<file path="src/rtl/vx_launch_ctrl.sv">
// Kernel-launch sequencer: holds the core in reset, replays a DCR table, then times busy.
// Optional run watchdog is enabled by defining VX_LAUNCH_TIMEOUT_EN.
module vx_launch_ctrl #(
`ifdef VX_LAUNCH_TIMEOUT_EN
  parameter int unsigned RUN_TIMEOUT = 32'd16777216,
`endif
  parameter int unsigned NUM_DCRS       = 8,
  parameter int unsigned DCR_ADDR_WIDTH = 12,
  parameter int unsigned DCR_DATA_WIDTH = 32,
  parameter int unsigned RESET_CYCLES   = 16,
  parameter int unsigned BUSY_WAIT      = 1024,
  parameter int unsigned CYCLE_W        = 48,
  localparam int unsigned IW = $clog2(NUM_DCRS),
  localparam int unsigned CW = IW + 1
) (
  input  logic                      clk,
  input  logic                      reset_n,
  input  logic                      cfg_wr_valid,
  input  logic [IW-1:0]             cfg_wr_idx,
  input  logic [DCR_ADDR_WIDTH-1:0] cfg_wr_addr,
  input  logic [DCR_DATA_WIDTH-1:0] cfg_wr_data,
  input  logic [CW-1:0]             cfg_count,
  input  logic                      start,
  output logic                      idle,
  output logic                      vx_reset,
  output logic                      dcr_wr_valid,
  output logic [DCR_ADDR_WIDTH-1:0] dcr_wr_addr,
  output logic [DCR_DATA_WIDTH-1:0] dcr_wr_data,
  input  logic                      busy,
  output logic                      done,
  output logic                      error,
`ifdef VX_LAUNCH_TIMEOUT_EN
  output logic                      timeout,
`endif
  output logic [CYCLE_W-1:0]        cycles
);

  localparam int unsigned TMAX =
    (RESET_CYCLES > BUSY_WAIT) ? RESET_CYCLES : BUSY_WAIT;
  localparam int unsigned TW = $clog2(TMAX + 1);
  localparam logic [TW-1:0] RST_LAST  = TW'(RESET_CYCLES - 1);
  localparam logic [TW-1:0] WAIT_LAST = TW'(BUSY_WAIT - 1);
`ifdef VX_LAUNCH_TIMEOUT_EN
  localparam logic [CYCLE_W-1:0] TMO_LAST = CYCLE_W'(RUN_TIMEOUT - 1);
`endif

  typedef enum logic [2:0] {
    S_IDLE,
    S_RST_HOLD,
    S_DCR_WR,
    S_WAIT_BUSY,
    S_RUN,
    S_DONE
  } state_e;

  state_e state_q, state_d;

  logic [DCR_ADDR_WIDTH-1:0] tbl_addr [NUM_DCRS];
  logic [DCR_DATA_WIDTH-1:0] tbl_data [NUM_DCRS];

  logic [TW-1:0]             tmr_q, tmr_d;
  logic [CW-1:0]             idx_q, idx_d;
  logic [CW-1:0]             cnt_q, cnt_d;
  logic                      err_q, err_d;
  logic [CYCLE_W-1:0]        cyc_q, cyc_d;
  logic                      vld_q, vld_d;
  logic [DCR_ADDR_WIDTH-1:0] addr_q, addr_d;
  logic [DCR_DATA_WIDTH-1:0] data_q, data_d;
  logic                      idle_q;
  logic                      vxr_q;
  logic                      done_q;
`ifdef VX_LAUNCH_TIMEOUT_EN
  logic                      tmo_q, tmo_d;
`endif

  always_ff @(posedge clk) begin
    if (cfg_wr_valid) begin
      tbl_addr[cfg_wr_idx] <= cfg_wr_addr;
      tbl_data[cfg_wr_idx] <= cfg_wr_data;
    end
  end

  always_comb begin
    state_d = state_q;
    tmr_d   = tmr_q;
    idx_d   = idx_q;
    cnt_d   = cnt_q;
    err_d   = err_q;
    cyc_d   = cyc_q;
    vld_d   = 1'b0;
    addr_d  = addr_q;
    data_d  = data_q;
`ifdef VX_LAUNCH_TIMEOUT_EN
    tmo_d   = tmo_q;
`endif
    unique case (state_q)
      S_IDLE: begin
        if (start) begin
          cnt_d   = cfg_count;
          err_d   = 1'b0;
          cyc_d   = '0;
          tmr_d   = '0;
`ifdef VX_LAUNCH_TIMEOUT_EN
          tmo_d   = 1'b0;
`endif
          state_d = S_RST_HOLD;
        end
      end
      S_RST_HOLD: begin
        if (tmr_q == RST_LAST) begin
          tmr_d = '0;
          // First strobe is issued here so it lands right after the hold.
          if (cnt_q != '0) begin
            vld_d   = 1'b1;
            addr_d  = tbl_addr[0];
            data_d  = tbl_data[0];
            idx_d   = CW'(1);
            state_d = S_DCR_WR;
          end else begin
            state_d = S_WAIT_BUSY;
          end
        end else begin
          tmr_d = tmr_q + TW'(1);
        end
      end
      S_DCR_WR: begin
        if (idx_q == cnt_q) begin
          state_d = S_WAIT_BUSY;
        end else begin
          vld_d  = 1'b1;
          addr_d = tbl_addr[idx_q[IW-1:0]];
          data_d = tbl_data[idx_q[IW-1:0]];
          idx_d  = idx_q + CW'(1);
        end
      end
      S_WAIT_BUSY: begin
        if (busy) begin
          cyc_d   = CYCLE_W'(1);
          state_d = S_RUN;
        end else if (tmr_q == WAIT_LAST) begin
          err_d   = 1'b1;
          state_d = S_IDLE;
        end else begin
          tmr_d = tmr_q + TW'(1);
        end
      end
      S_RUN: begin
        if (!busy) begin
          state_d = S_DONE;
        end else begin
          if (cyc_q != '1) cyc_d = cyc_q + CYCLE_W'(1);
`ifdef VX_LAUNCH_TIMEOUT_EN
          if (cyc_q >= TMO_LAST) begin
            tmo_d   = 1'b1;
            err_d   = 1'b1;
            state_d = S_IDLE;
          end
`endif
        end
      end
      S_DONE: begin
        state_d = S_IDLE;
      end
      default: begin
        state_d = S_IDLE;
      end
    endcase
  end

  always_ff @(posedge clk or negedge reset_n) begin
    if (!reset_n) begin
      state_q <= S_IDLE;
      tmr_q   <= '0;
      idx_q   <= '0;
      cnt_q   <= '0;
      err_q   <= 1'b0;
      cyc_q   <= '0;
      vld_q   <= 1'b0;
      addr_q  <= '0;
      data_q  <= '0;
      idle_q  <= 1'b1;
      vxr_q   <= 1'b1;
      done_q  <= 1'b0;
`ifdef VX_LAUNCH_TIMEOUT_EN
      tmo_q   <= 1'b0;
`endif
    end else begin
      state_q <= state_d;
      tmr_q   <= tmr_d;
      idx_q   <= idx_d;
      cnt_q   <= cnt_d;
      err_q   <= err_d;
      cyc_q   <= cyc_d;
      vld_q   <= vld_d;
      addr_q  <= addr_d;
      data_q  <= data_d;
      idle_q  <= (state_d == S_IDLE);
      vxr_q   <= !((state_d == S_WAIT_BUSY) ||
                   (state_d == S_RUN));
      done_q  <= (state_d == S_DONE);
`ifdef VX_LAUNCH_TIMEOUT_EN
      tmo_q   <= tmo_d;
`endif
    end
  end

  assign idle         = idle_q;
  assign vx_reset     = vxr_q;
  assign dcr_wr_valid = vld_q;
  assign dcr_wr_addr  = addr_q;
  assign dcr_wr_data  = data_q;
  assign done         = done_q;
  assign error        = err_q;
  assign cycles       = cyc_q;
`ifdef VX_LAUNCH_TIMEOUT_EN
  assign timeout      = tmo_q;
`endif

endmodule

</file>
<file path="config.mk">
export PLATFORM = sky130hd
export DESIGN_NAME = vx_launch_ctrl
export DESIGN_NICKNAME = d
export VERILOG_FILES = /design/src/rtl/vx_launch_ctrl.sv
export SDC_FILE = /design/constraint.sdc
export NUM_CORES = 1
export LEC_CHECK = 0
export CAP_MARGIN = 10
export CORE_MARGIN = 5
export CORE_UTILIZATION = 63
export DETAILED_ROUTE_END_ITERATION = 8
export PLACE_DENSITY_LB_ADDON = 0.15
export SETUP_SLACK_MARGIN = 0.3
export SLEW_MARGIN = 0
export SYNTH_ARGS = -nofsm -noshare
export SYNTH_HDL_FRONTEND = slang
export SYNTH_SLANG_ARGS = --single-unit
export TNS_END_PERCENT = 20
</file>
<file path="constraint.sdc">
create_clock -name clk -period 3.85 [get_ports clk]
set_input_delay 1.155 -clock clk [delete_from_list [all_inputs] [get_ports clk]]
set_output_delay 1.155 -clock clk [all_outputs]
set_load 0.1 [all_outputs]
</file>
==> reports/metrics.cfg, run 1 <==
[status]
status=finished, final reports clean

[clock_network]
cts_setup_buffers=0
cts_resized=0
path_clk_slew_ns=0.06
htree_levels=2
cts_made_buffers=46
clock_path_buffers=3
root_buffer=clkbuf_16
cts_sinks=471
cts_tree=done
clk_latency_ns=0.55
cts_hold_buffers=0

[layout]
nFillCells=1821
final_cell_mix=edfxtp_1 (352), buf_4 (116), dfrtp_1 (115)
drive_gt1_frac=0.221
nNetsFinal=1481
antenna_cells=0
area_delta_synth_final_pct=17.9
multi_input_area_um2=5620
ff_latch_area_um2=13600
layout_commonest_cell=edfxtp_1

[worst_setup_path]
worstPathRequired_ns=2.69
cp_slowest_cell=clkdlybuf4s50_1
crit_path_start_kind=register
crit_chain=clkdlybuf4s50_1
critPathCaptureType=output port
path_delay_family=buffers and inverters
crit_fanout=2
crit_type=register to output port
slowest_delay_ns=1.13
path_buf_inv=1
arrival_ns=2.03

[synthesis]
synth_warnings=0
avgSynthCellArea_um2=15.4
netlist_area_um2=19500
ys_async_sr_fraction=0.253
ys_seq_elements=471
syn_nets=1321
seq_area_frac_synth=0.696
ys.flop_type=edfxtp_1
synth_edf_count=352
synth_cell_types=63
synth_cells=1262

[timing]
finClkSkew_ns=0.0129
setup_viol=0
finalCritPeriodShare=0.826
period_minus_slack_ns=3.18
tightest_slew_ns=1.06
drv_slew=0
fmax_mhz=314
hold_viol_final=0
grt_setup_unrepaired=false
tns_ns=0
slew_headroom=0.294
worst_slack_ns=0.669

[detailed_routing]
drc=0
vias_per_cell=6.29
avgRoutedWirePerCell_um=22.5
wirelength_um=41700
num_vias=11700
antenna_left=0
drt_iter0_markers=825
drtPass1Iterations=7

[power_and_ir_drop]
switchingPower_mw=4.54
combPwrFrac=0.243
vdd_drop_max_uv=740
intPower_mw=9.91
power_density_nw_per_um2=630
leakage_nw=8.44
power_frac_seq=0.427
clkPwrFrac=0.330
switching_share=0.314

[floorplan]
die_w_um=186
core_um2=30600
dieHeight_um=186
io_pins=153
die_area_um2=34500
num_rows=64
initial_core_util=0.636

[global_routing]
overflow=0
globalRouteTotalUtil=0.246
grt_pass1_wl_um=65500
grt_max_degree=91
grt_pass1_vias=11600
antenna_found_initial=1

[placed_design]
hpwl_um=24100
pre_cts_ws_ns=0.487
port_buffers=152
place.gp.congestion=0.898

[run]
cap_violations=0

[min_path]
hold_path.class=register to register

## per-stage QoR
stage	utilization	hold WS [ns]	area, µm²	power [mW]	instances
after floorplan	-	0.460	19500	8.98	1262
after global placement	0.696	0.464	21300	9.74	1770
after detailed placement	0.696	0.472	21300	9.81	1770
after CTS	0.750	0.486	22900	14.6	1856
after global routing	0.750	0.504	22900	15.0	1856
final	0.750	0.480	22900	14.5	1856
## state kept, by name (all words and copies together) (netlist names)
name / cells
cnt_q: 4
cycles: 48
dcr_wr_addr: 12
dcr_wr_data: 32
dcr_wr_valid: 1
done: 1
error: 1
idle: 1
idx_q: 4
state_q: 3
tbl_addr: 96
tbl_data: 256
tmr_q: 11
vx_reset: 1
## synth_stat cells, types with 5 or more instances
| cell | count | share of area |
|---|---|---|
| a21oi_1 | 75 | 0.019 |
| a31oi_1 | 22 | 0.0071 |
| and2_1 | 5 | 0.0016 |
| and3_1 | 11 | 0.0035 |
| and4_1 | 7 | 0.0031 |
| buf_1 | 7 | 0.0013 |
| buf_2 | 16 | 0.0041 |
| buf_6 | 7 | 0.0040 |
| clkbuf_1 | 38 | 0.0073 |
| dfrtp_1 | 117 | 0.15 |
| edfxtp_1 | 352 | 0.54 |
| inv_1 | 8 | 0.0015 |
| mux2i_1 | 47 | 0.024 |
| mux4_2 | 88 | 0.10 |
| nand2_1 | 100 | 0.019 |
| nand2b_1 | 6 | 0.0019 |
| nand3_1 | 20 | 0.0051 |
| nand4_1 | 25 | 0.0080 |
| nor2_1 | 89 | 0.017 |
| nor2b_1 | 7 | 0.0022 |
| nor3_1 | 20 | 0.0051 |
| nor3b_1 | 5 | 0.0019 |
| nor4_1 | 5 | 0.0016 |
| o21ai_0 | 91 | 0.023 |
| o21ai_1 | 20 | 0.0051 |
| o31ai_1 | 14 | 0.0054 |
| xnor2_1 | 6 | 0.0027 |
## area by class of cell
| type | count | share of cell area |
|---|---|---|
| clock inverters | 31 | 0.0173 |
| multi-input cells | 712 | 0.245 |
| inverters | 10 | 0.00169 |
| repair buffers | 181 | 0.0694 |
| clock buffers | 55 | 0.0543 |
| flip-flops and latches | 471 | 0.591 |
| well taps | 396 | 0.0216 |
## worst register-to-register path, cell delays in order (launching register included)
cell     delay (ns)
dfrtp_1        0.54
ha_1           0.27
nand3_1        0.17
nor4_1         0.53
nand4_1        0.29
or4_1          0.65
a41oi_1        0.21
nor2_1         0.07
## worst paths after layout
| path | from | end | slack [ns] | cells after the start |
|---|---|---|---|---|
| max | dcr_wr_addr[9]$_DFFE_PN0P_ | dcr_wr_addr[9] | 0.67 | 1 |
| min | dcr_wr_data[31]$_DFFE_PN0P_ | dcr_wr_data[31]$_DFFE_PN0P_ | 0.48 | 2 |
| max reg2reg | cycles[0]$_DFFE_PN0P_ | cycles[45]$_DFFE_PN0P_ | 1.00 | 7 |
| min reg2reg | dcr_wr_data[31]$_DFFE_PN0P_ | dcr_wr_data[31]$_DFFE_PN0P_ | 0.48 | 2 |
| max in group asynchronous | reset_n | vx_reset$_DFF_PN1_ | 2.39 | 2 |
| min in group asynchronous | reset_n | dcr_wr_addr[10]$_DFFE_PN0P_ | 0.72 | 1 |
## power by group through the flow
stage	Clock [mW]	Combinational, mW	Sequential, mW
finish	4.77	3.51	6.17
detailed placement	0	3.53	6.28
CTS	4.85	3.55	6.18
global route	5.08	3.72	6.23
global placement	0	3.48	6.26
floorplan	0	1.39	7.59
## layer usage
layer	share of wire	routed length, µm	GRT usage
met1	0.40	16800	0.341
met2	0.51	21400	0.421
met3	0.064	2670	0.0438
met4	0.018	741	0.0528
met5	0.00031	13	0
## logic make-up (layout without fill, tap and decap cells)
family,count (synthesis),count (layout),share of synthesized area
and+or+nand+nor,319,319,0.0808
xor gates and xnor gates,9,9,0.00405
AOI/OAI and AO/OA,242,242,0.0697
DFF,471,471,0.696
muxes,139,139,0.128
buffers and inverters,79,277,0.0192
adders and majority gates,3,3,0.00193
No activity file was read; power rests on OpenSTA's default activity.
==> inputs of run 2 (changes only) <==
- CORE_UTILIZATION: 63 -> 58
- clock period: 3.85 -> 3.15 ns (I/O delays scaled with it)
==> reports/metrics.cfg, run 2 (synthesis gave the netlist of run 1 again) <==
[worst_setup_path]
crit_chain=ha_1 > nand3_1 > or4_4 > nor4_4 > a31oi_1 > o21ai_0 > o21ai_1
crit_fanout=13  ; +11
crit_path_start_kind=register
crit_type=register to register
slowest_delay_ns=0.63  ; -0.50 ns
cp_slowest_cell=or4_4
r2r_end=cycles[38]$_DFFE_PN0P_
critPathCaptureType=register
arrival_ns=3.13  ; +1.10 ns
path_buf_inv=0  ; -1
r2r_cells=7  ; unchanged
rrSetupSlack_ns=0.47  ; -0.53 ns
path_delay_family=simple AND/OR/NAND/NOR gates
worstPathRequired_ns=3.60  ; +0.91 ns
r2r_start=cycles[1]$_DFFE_PN0P_

[detailed_routing]
num_vias=11600  ; -0.69%
drc=0  ; unchanged
avgRoutedWirePerCell_um=21.8  ; -2.9%
drtPass1Iterations=5  ; -2
vias_per_cell=6.04  ; -4.0%
wirelength_um=41800  ; +0.40%
drt_iter0_markers=933  ; +13%
antenna_left=0  ; unchanged

[global_routing]
antenna_found_initial=5  ; +4
globalRouteTotalUtil=0.224  ; -0.0226
grt_pass1_vias=11900  ; +2.5%
grt_pass1_wl_um=66700  ; +1.8%
overflow=0  ; unchanged
grt_max_degree=91  ; unchanged

[min_path]
hold_path.class=primary input to asynchronous set/reset pin

[power_and_ir_drop]
vdd_drop_max_uv=566  ; -24%
power_density_nw_per_um2=768  ; +22%
leakage_nw=8.47  ; +0.29%
finalPower_mw=17.8  ; +23%

[clock_network]
cts_resized=0  ; unchanged
path_clk_slew_ns=0.06  ; about the same
cts_setup_buffers=0  ; unchanged
cts_tree=done
htree_levels=2  ; unchanged
cts_hold_buffers=0  ; unchanged
cts_made_buffers=49  ; +6.5%
clock_path_buffers=3  ; unchanged
clk_latency_ns=0.57  ; +0.02 ns
cts_sinks=471  ; unchanged
root_buffer=clkbuf_16

[timing]
worst_hold_slack_ns=0.323  ; -0.157 ns
fmax_mhz=373
worst_slack_ns=0.470  ; -0.199 ns
drv_slew=0  ; unchanged
finalCritPeriodShare=0.851
hold_viol_final=0  ; unchanged
tightest_slew_ns=0.833  ; -0.226 ns
period_minus_slack_ns=2.68
tns_ns=0  ; unchanged
finClkSkew_ns=0.0241  ; +0.0113 ns
slew_headroom=0.444  ; +0.150
setup_viol=0  ; unchanged
grt_setup_unrepaired=true

[layout]
drive_gt1_frac=0.224  ; +0.00357
final_cell_mix=edfxtp_1 (352), dfrtp_1 (115), buf_4 (115)
nFillCells=2286  ; +26%
largest_reg_flops=256  ; unchanged
nNetsFinal=1486  ; +0.34%
top_register=tbl_data
area_delta_synth_final_pct=18.9
fin_area_um2=23200  ; +0.91%
layout_commonest_cell=edfxtp_1

[placed_design]
place.gp.congestion=0.936  ; +4.2%
pre_cts_ws_ns=0.255  ; -0.232 ns
port_buffers=152  ; unchanged
hpwl_um=24500  ; +1.5%
detailed_place.area_um2=21500  ; +0.73%

[floorplan]
initial_core_util=0.583  ; -0.0529
die_w_um=193  ; +4.0%
core_um2=33400  ; +9.1%
num_rows=67  ; +4.7%
io_pins=153  ; unchanged
dieHeight_um=193  ; +4.0%
die_area_um2=37300  ; +8.1%

[run]
cap_violations=0  ; unchanged

[status]
status=finished, final reports clean

## run 2: cell types whose count changed in the layout (fill, tap and decap cells not counted), moves of 4 or more
| cell | previous run | this run |
|---|---|---|
| buf_12 | 7 | 14 |
| clkbuf_1 | 4 | 10 |
| clkbuf_8 | 4 | 0 |
| clkdlybuf4s50_1 | 58 | 54 |
| clkinv_2 | 13 | 9 |
| clkinvlp_4 | 1 | 6 |
## run 2: final cells by class
| class | count | area [µm²] | area share |
|---|---|---|---|
| sequential | 471 | 13600 | 0.586 |
| inverter | 10 | 37.5 | 0.00162 |
| antenna | 3 | 7.51 | 0.000324 |
| tap | 448 | 561 | 0.0242 |
| clock inverter | 32 | 393 | 0.0170 |
| clock buffer | 60 | 1290 | 0.0557 |
| timing repair buffer | 183 | 1680 | 0.0727 |
| multi-input combinational | 712 | 5630 | 0.243 |
## run 2: power by group
group	internal, mW	switching, mW
registers	7.17	0.274
logic	1.38	3.00
clock network	3.59	2.38
## run 2: routing by layer
layer,wire length (µm),global-route usage
met1,17300,0.306
met2,20900,0.374
met3,2680,0.0419
met4,931,0.0661
met5,20,0
## run 2: through the flow
stage | cells | utilization
global placement | 1824 | 0.643
CTS | 1916 | 0.694
global route | 1919 | 0.694
detailed placement | 1824 | 0.643
finish | 1919 | 0.694
floorplan | 1262 | -
## run 2: how the worst max path moves through the flow
stage | start | endpoint | slack (ns) | depth (start not counted)
after detailed placement | busy | cycles[35]$_DFFE_PN0P_ | 0.26 | 8
final | cycles[1]$_DFFE_PN0P_ | cycles[38]$_DFFE_PN0P_ | 0.47 | 7
after global placement | busy | cycles[14]$_DFFE_PN0P_ | 0.35 | 8
after floorplan | cfg_wr_idx[2] | tbl_addr[1][0]$_DFFE_PP_ | -0.30 | 2
after CTS | cycles[1]$_DFFE_PN0P_ | cycles[45]$_DFFE_PN0P_ | 0.46 | 7
after global routing | cycles[1]$_DFFE_PN0P_ | cycles[38]$_DFFE_PN0P_ | 0.27 | 7
==> inputs of run 3 (changes only) <==
- CORE_MARGIN: 5 -> unset
- RECOVER_POWER: unset -> 50
==> reports/metrics.cfg, run 3 (synthesis gave the netlist of run 1 again) <==
[clock_network]
cts_setup_buffers=0  ; unchanged
clk_latency_ns=0.57  ; about the same
cts_resized=0  ; unchanged
clock_path_buffers=3  ; unchanged
cts_hold_buffers=0  ; unchanged
cts_made_buffers=48  ; -2.0%
htree_levels=2  ; unchanged
cts_sinks=471  ; unchanged
root_buffer=clkbuf_16
path_clk_slew_ns=0.06  ; about the same
cts_tree=done

[power_and_ir_drop]
vdd_drop_max_uv=647  ; +14%
finalPower_mw=17.4  ; -2.3%
power_density_nw_per_um2=757  ; -1.4%
leakage_nw=8.40  ; -0.81%

[detailed_routing]
wirelength_um=41200  ; -1.6%
drt_iter0_markers=1082  ; +16%
avgRoutedWirePerCell_um=21.6  ; -0.99%
num_vias=11600  ; +0.15%
drtPass1Iterations=5  ; unchanged
drc=0  ; unchanged
antenna_left=0  ; unchanged
vias_per_cell=6.09  ; +0.72%

[global_routing]
grt_max_degree=92  ; +1.1%
grt_pass1_wl_um=64900  ; -2.7%
globalRouteTotalUtil=0.249  ; +0.0253
grt_pass1_vias=11900  ; +0.025%
overflow=0  ; unchanged
antenna_found_initial=3  ; -2

[layout]
largest_reg_flops=256  ; unchanged
top_register=tbl_data
layout_commonest_cell=edfxtp_1
final_core_util=0.700  ; +0.00580
nFillCells=2185  ; -4.4%
layout.cells.non_filler=1908  ; -0.57%
nNetsFinal=1481  ; -0.34%
area_delta_synth_final_pct=17.8
final_cell_mix=edfxtp_1 (352), dfrtp_1 (115), buf_4 (105)
drive_gt1_frac=0.213  ; -0.0114
fin_area_um2=22900  ; -0.92%

[floorplan]
core_um2=32800  ; -1.7%
dieHeight_um=185  ; -4.1%
num_rows=66  ; -1.5%
die_w_um=185  ; -4.1%
io_pins=153  ; unchanged
die_area_um2=34300  ; -8.1%
initial_core_util=0.594  ; +0.0103

[worst_setup_path]
rrSetupSlack_ns=0.28  ; -0.19 ns
crit_path_start_kind=register
critPathCaptureType=register
r2r_cells=8  ; +1
r2r_end=dcr_wr_data[11]$_DFFE_PN0P_
r2r_start=tmr_q[0]$_DFFE_PN0P_
crit_fanout=59  ; +46
worstPathRequired_ns=3.57  ; -0.03 ns
arrival_ns=3.29  ; +0.16 ns
crit_type=register to register

[status]
status=finished with violations
violations=max-capacitance violations, max-slew violations

[placed_design]
detailed_place.area_um2=21500  ; about the same
dp.cells=1814  ; -0.55%
hpwl_um=23600  ; -3.6%
port_buffers=152  ; unchanged
pre_cts_ws_ns=0.223  ; -0.0323 ns
place.gp.congestion=0.936  ; unchanged

[timing]
setup_viol=0  ; unchanged
period_minus_slack_ns=2.87  ; +0.187 ns
drv_slew=41  ; +41
tns_ns=0  ; unchanged
finClkSkew_ns=0.0266  ; +0.00246 ns
tightest_slew_ns=1.87  ; +1.03 ns
hold_viol_final=0  ; unchanged
worst_slack_ns=0.283  ; -0.187 ns
finalCritPeriodShare=0.910  ; +0.0594
slew_headroom=-0.247  ; -0.691
fmax_mhz=349  ; -6.5%
grt_setup_unrepaired=false
worst_hold_slack_ns=0.315  ; -0.00804 ns

[run]
cap_violations=1  ; +1

[min_path]
hold_path.class=primary input to asynchronous set/reset pin

[run 3: worst max path at each step]
stage / start / to / depth (start not counted)
2_1_floorplan: cfg_wr_idx[2] / tbl_addr[1][0]$_DFFE_PP_ / 2
3_3_place_gp: busy / cycles[18]$_DFFE_PN0P_ / 7
3_5_place_dp: busy / cycles[18]$_DFFE_PN0P_ / 7
4_1_cts: cycles[1]$_DFFE_PN0P_ / cycles[45]$_DFFE_PN0P_ / 7
5_1_grt: tmr_q[4]$_DFFE_PN0P_ / dcr_wr_data[31]$_DFFE_PN0P_ / 6
6_report: tmr_q[0]$_DFFE_PN0P_ / dcr_wr_data[11]$_DFFE_PN0P_ / 8
[run 3: final cells by class]
type,instances,area (µm²),area share
Sequential cell,471,13600,0.591
Antenna cell,4,10.0,0.000436
Timing Repair Buffer,179,1620,0.0706
Inverter,10,40.0,0.00175
Tap cell,442,553,0.0241
Multi-Input combinational cell,712,5610,0.244
Clock inverter,24,248,0.0108
Clock buffer,66,1310,0.0570
[run 3: per-layer routing]
layer | GRT usage | vias to the layer above | part of all wire
met3 | 0.0393 | 75 | 0.063
met1 | 0.351 | 5871 | 0.43
met4 | 0.0707 | 0 | 0.021
li1 | - | 5252 | -
met2 | 0.407 | 413 | 0.49
met5 | 0 | - | 0
[run 3: critical path, cell delays in order, from the launching register on]
cell and delay, ns:
dfrtp_1 0.38, ha_1 0.23, and4b_1 0.26, nand3_1 0.17, nor4_1 0.80, nor2_4 0.34, buf_12 0.31, nand2_1 0.11
o21ai_0 0.10
[run 3: power breakdown]
part / switching (mW) / total [mW] / internal, mW
registers: 0.275 / 7.44 / 7.17
logic: 3.01 / 4.37 / 1.36
clock network: 2.31 / 5.56 / 3.25
total: 5.60 / 17.4 / 11.8
